===== src/rtl/bram_arbiter_pkg.sv =====
// Shared types and constants for the BRAM read arbiter.
// Holds the response FSM state encoding and the legal client-count range.
package bram_arbiter_pkg;

  typedef enum logic {
    IDLE = 1'b0,
    RESP = 1'b1
  } arb_state_t;

  localparam int CLIENT_COUNT_MIN = 2;
  localparam int CLIENT_COUNT_MAX = 8;

endpackage


===== src/rtl/rr_arbiter.sv =====
// Combinational round-robin selector.
// Searches the request vector starting one past last_grant, wrapping modulo N.
module rr_arbiter #(
  parameter int N  = 2,
  parameter int IW = (N > 1) ? $clog2(N) : 1
) (
  input  logic [N-1:0]  request,
  input  logic [IW-1:0] last_grant,
  output logic [N-1:0]  grant,
  output logic [IW-1:0] index,
  output logic          any
);

  logic [IW-1:0] cand [N];

  // cand[k] is the client examined at search position k (highest priority first).
  genvar gi;
  generate
    for (gi = 0; gi < N; gi++) begin : g_cand
      assign cand[gi] = IW'((int'(last_grant) + gi + 1) % N);
    end
  endgenerate

  always_comb begin
    grant = '0;
    index = '0;
    any   = 1'b0;
    for (int k = 0; k < N; k++) begin
      if (!any && request[cand[k]]) begin
        any               = 1'b1;
        index             = cand[k];
        grant[cand[k]]    = 1'b1;
      end
    end
  end

endmodule


===== src/rtl/bram_read_arbiter.sv =====
// Shares one BRAM read port among CLIENT_COUNT requesters, one read outstanding.
// A new grant is issued in the same cycle the pending response is accepted.
module bram_read_arbiter
  import bram_arbiter_pkg::*;
#(
  parameter int ENTRY_COUNT  = 1024,
  parameter int DATA_WIDTH   = 32,
  parameter int CLIENT_COUNT = 2,
  parameter int AW           = $clog2(ENTRY_COUNT)
) (
  input  logic                         clk,
  input  logic                         reset,
  input  logic [CLIENT_COUNT-1:0]      req_valid,
  input  logic [CLIENT_COUNT*AW-1:0]   req_address,
  output logic [CLIENT_COUNT-1:0]      req_ready,
  output logic [CLIENT_COUNT-1:0]      resp_valid,
  input  logic [CLIENT_COUNT-1:0]      resp_ready,
  output logic [DATA_WIDTH-1:0]        resp_data,
  output logic                         bram_read_enable,
  output logic [AW-1:0]                bram_read_address,
  input  logic [DATA_WIDTH-1:0]        bram_read_data
);

  localparam int IW = $clog2(CLIENT_COUNT);

  generate
    if (CLIENT_COUNT < CLIENT_COUNT_MIN || CLIENT_COUNT > CLIENT_COUNT_MAX) begin : g_bad_count
      $error("bram_read_arbiter: CLIENT_COUNT out of range");
    end
  endgenerate

  arb_state_t          state_reg, state_next;
  logic [IW-1:0]       owner_reg, owner_next;
  logic [IW-1:0]       last_grant_reg, last_grant_next;
  logic [CLIENT_COUNT-1:0] grant;
  logic [IW-1:0]       grant_index;
  logic                grant_any;
  logic                accept;
  logic                free;
  logic                grant_en;

  rr_arbiter #(
    .N  (CLIENT_COUNT),
    .IW (IW)
  ) u_rr (
    .request    (req_valid),
    .last_grant (last_grant_reg),
    .grant      (grant),
    .index      (grant_index),
    .any        (grant_any)
  );

  assign accept   = (state_reg == RESP) && resp_ready[owner_reg];
  assign free     = (state_reg == IDLE) || accept;
  // Gating with reset keeps the combinational outputs quiet while reset is held.
  assign grant_en = free && grant_any && !reset;

  always_ff @(posedge clk or posedge reset) begin
    if (reset) begin
      state_reg      <= IDLE;
      owner_reg      <= '0;
      last_grant_reg <= IW'(CLIENT_COUNT - 1);
    end else begin
      state_reg      <= state_next;
      owner_reg      <= owner_next;
      last_grant_reg <= last_grant_next;
    end
  end

  always_comb begin
    state_next        = state_reg;
    owner_next        = owner_reg;
    last_grant_next   = last_grant_reg;
    req_ready         = '0;
    bram_read_enable  = 1'b0;
    bram_read_address = '0;
    if (grant_en) begin
      state_next        = RESP;
      owner_next        = grant_index;
      last_grant_next   = grant_index;
      req_ready         = grant;
      bram_read_enable  = 1'b1;
      bram_read_address = req_address[grant_index*AW +: AW];
    end else if (accept) begin
      state_next = IDLE;
    end
  end

  genvar gi;
  generate
    for (gi = 0; gi < CLIENT_COUNT; gi++) begin : g_resp
      assign resp_valid[gi] = (state_reg == RESP) && (owner_reg == IW'(gi));
    end
  endgenerate

  // The BRAM holds its output while enable is low, so data stays stable during a stall.
  assign resp_data = bram_read_data;

endmodule


===== config.mk =====
export PLATFORM = sky130hd
export DESIGN_NAME = bram_read_arbiter
export DESIGN_NICKNAME = d
export VERILOG_FILES = /design/src/rtl/bram_arbiter_pkg.sv /design/src/rtl/rr_arbiter.sv /design/src/rtl/bram_read_arbiter.sv
export SDC_FILE = /design/constraint.sdc
export NUM_CORES = 1
export LEC_CHECK = 0
export CORE_AREA = 4 4 41 43
export DETAILED_ROUTE_END_ITERATION = 12
export DIE_AREA = 0 0 45 47
export DONT_BUFFER_PORTS = 1
export HOLD_SLACK_MARGIN = 0.05
export PLACE_DENSITY_LB_ADDON = 0.25
export SKIP_LAST_GASP = 1
export SLEW_MARGIN = 20
export SYNTH_ARGS = -nofsm -noshare
export SYNTH_HDL_FRONTEND = slang
export SYNTH_HIERARCHICAL = 1
export SYNTH_SLANG_ARGS = --single-unit

===== constraint.sdc =====
create_clock -name clk -period 2.1 [get_ports clk]
set_input_delay 0.42 -clock clk [delete_from_list [all_inputs] [get_ports clk]]
set_output_delay 0.42 -clock clk [all_outputs]
set_load 0.02 [all_outputs]

==> metrics.cfg <==
[outcome]
status = complete, no violations

[sta]
fmax_mhz = 524.8
maxSlewHeadroom_pct = 73.60
clock_skew_ns = 0.004826
setup-violations-final = 0
tns_ns = 0
whs_ns = 0.4065
grt_setup_unrepaired = false
slew_viol_final = 0
finalCriticalPeriod_ns = 1.905
setup_ws_ns = 0.1946
final.period_utilization_pct = 90.73
finalHoldViolCount = 0
worst_pin_slew_ns = 0.3952

[floorplanning]
die_y_um = 47
initial_core_util_pct = 46.73
rows = 13
core-area_mm2 = 0.001301
dieArea_mm2 = 0.002115
pin_count = 105
die_width_um = 45

[pwr]
p_comb_share_pct = 44.3
seqPwrFrac_pct = 27.2
power_switching_w = 0.0001431
clkPwrFrac_pct = 28.5
p_int_w = 0.0002109
power_density_mw_per_mm2 = 824.9
p_leak_nw = 0.2157
ir_worst_vdd_mv = 0.2251
power_switching_share_pct = 40.43

[worst_setup_path]
crit_required_ns = 1.68
critPathMaxStageDelay_ns = 0.55
crit_buf_inv = 1
crit_slowest_cell = dfstp_2
cp-startpoint = last_grant_reg
crit_family = flip-flops
cp_max_fo = 12
startpoint_type = flip-flop
crit_arrival_ns = 1.49
reg2reg_from = owner_reg
critical_path_class = reg -> out
path_cells = a21boi_1, buf_4, mux2i_1, nor2_1
cp-end-kind = primary output

[grt]
grt_overflow = 0
antenna_found_initial = 0
grt_pass1_wl_um = 1580
first_global_vias = 375
grt_max_degree = 13
track_usage_pct = 10.28

[logic_synthesis]
syn_nets = 138
ys_seq_area_share_pct = 12.55
synth_top_area_share_pct = 39.51
yosys-top-cells-area = buf_4 40%, mux2i_1 18%, dfrtp_1 8.2%
synth_cell_types = 19
synthCells = 80
syn_avg_cell_area_um2 = 7.601
ys_warn_count = 6
netlist.top_cell.by_area = buf_4
netlist_area_um2 = 608.1
ys_ff_latch = 3

[drt]
vias_per_cell = 5.309
wl_um = 1177
first_iter_violations = 1
vias = 361
top_layer = met3
dr_wl_met3_um = 264
wl_met2_um = 539
post_drt_wl_per_cell_um = 17.31
wl_met1_um = 373
drc = 0
antenna_left = 0
first_pass_iters = 3

[clock_network]
cts_root_buffer = clkbuf_4
clk_latency_ns = 0.23
htreeDepth = 1
clockBufferDepth = 2
clk_pin_slew_ns = 0.04
cts_setup_buffers = 0
cts.sink_count = 3
cts_buffers = 3
cts_tree = yes

[cells_and_area]
antenna_cells = 0
drive_gt1_share_pct = 15.09
final_common_cell = mux2i_1
final_area_um2 = 429.2
fin_nets = 112
syn2layout_area_growth_pct = -29.42
layout_common_cells = 11 x mux2i_1, 10 x nor2_1, 5 x inv_1

[flow_run]
max_cap_violations = 0

[place]
post_dp_cell_area_um2 = 391.6
gp_congestion = 0.6802
place_hpwl_um = 1038
port_buffers = 0
pre_cts_ws_ns = 0.2224

[worst_hold_path]
hold_class = in -> reg
hold_start = resp_ready[0]

-- worst register-to-register path: stages (launching register included) --
cell,delay (ns)
dfrtp_1,0.38
mux2i_1,0.24
a21o_2,0.29
mux2_4,0.32
-- path summary, 6_finish.rpt --
path                            slack (ns)  cells after the start              endpoint
worst max-delay path                  0.19                      4  bram_read_address[5]
min in group asynchronous             0.50                      2             state_reg
worst max register to register        0.80                      3        last_grant_reg
max in group asynchronous             1.39                      2        last_grant_reg
worst min-delay path                  0.41                      3             state_reg
worst min register to register        0.57                      2             state_reg
-- routing by layer --
| metal | vias to the layer above | global-route usage [%] |
|---|---|---|
| met4 | 0 | 5.848 |
| li1 | 167 | - |
| met2 | 44 | 16.38 |
| met1 | 150 | 10.48 |
| met5 | - | 0 |
| met3 | 0 | 6.130 |
-- Yosys cell counts, drive strengths merged --
cell and count:
buf 34, or2 1, and2 3, nand2b 1, a21oi 1, inv 5
nor2b 2, mux2i 11, dfrtp 2, o21ai 1, nor2 10, mux2 1
dfstp 1, o2bb2ai 1, a21o 1, a21boi 3, nand2 2
-- per-stage QoR --
step / cells / total power [W] / util [%]
after floorplan: 80 / 0.0003207 / -
after global placement: 63 / 0.0002542 / 30.10
after detailed placement: 63 / 0.0002541 / 30.10
after CTS: 68 / 0.0003619 / 32.88
after global routing: 68 / 0.0003859 / 32.98
final: 68 / 0.0003540 / 32.98
-- cell families after synthesis --
logic type	after synthesis	synth area share (%)
AND/OR/NAND/NOR	19	14.61
multiplexers	12	20.58
buffers and inverters	39	44.24
flip-flops	3	12.55
AO/OA/AOI/OAI	7	8.024
-- area by class of cell --
class / count / area [µm²]
fill: 158 / 872.1
tap: 15 / 18.77
sequential: 3 / 76.32
clock buffer: 4 / 26.28
timing repair buffer: 3 / 25.02
inverter: 5 / 18.77
multi-input combinational: 38 / 264.0
-- power groups by stage --
stage	combinational, W	clock, W	sequential [W]
2_1_floorplan	0.000230	0	0.0000910
4_1_cts	0.000159	0.000107	0.0000963
6_report	0.000157	0.000101	0.0000963
3_3_place_gp	0.000157	0	0.0000968
5_1_grt	0.000172	0.000114	0.000100
3_5_place_dp	0.000158	0	0.0000965
-- timing repair --
action / in CTS / in global routing
gates resized for setup: 0 / 1
hold buffers: 1 / 0
endpoints found under the hold margin: 2 / 0
endpoints found under the setup margin: 0 / 3
No activity file was read; power rests on OpenSTA's default activity.
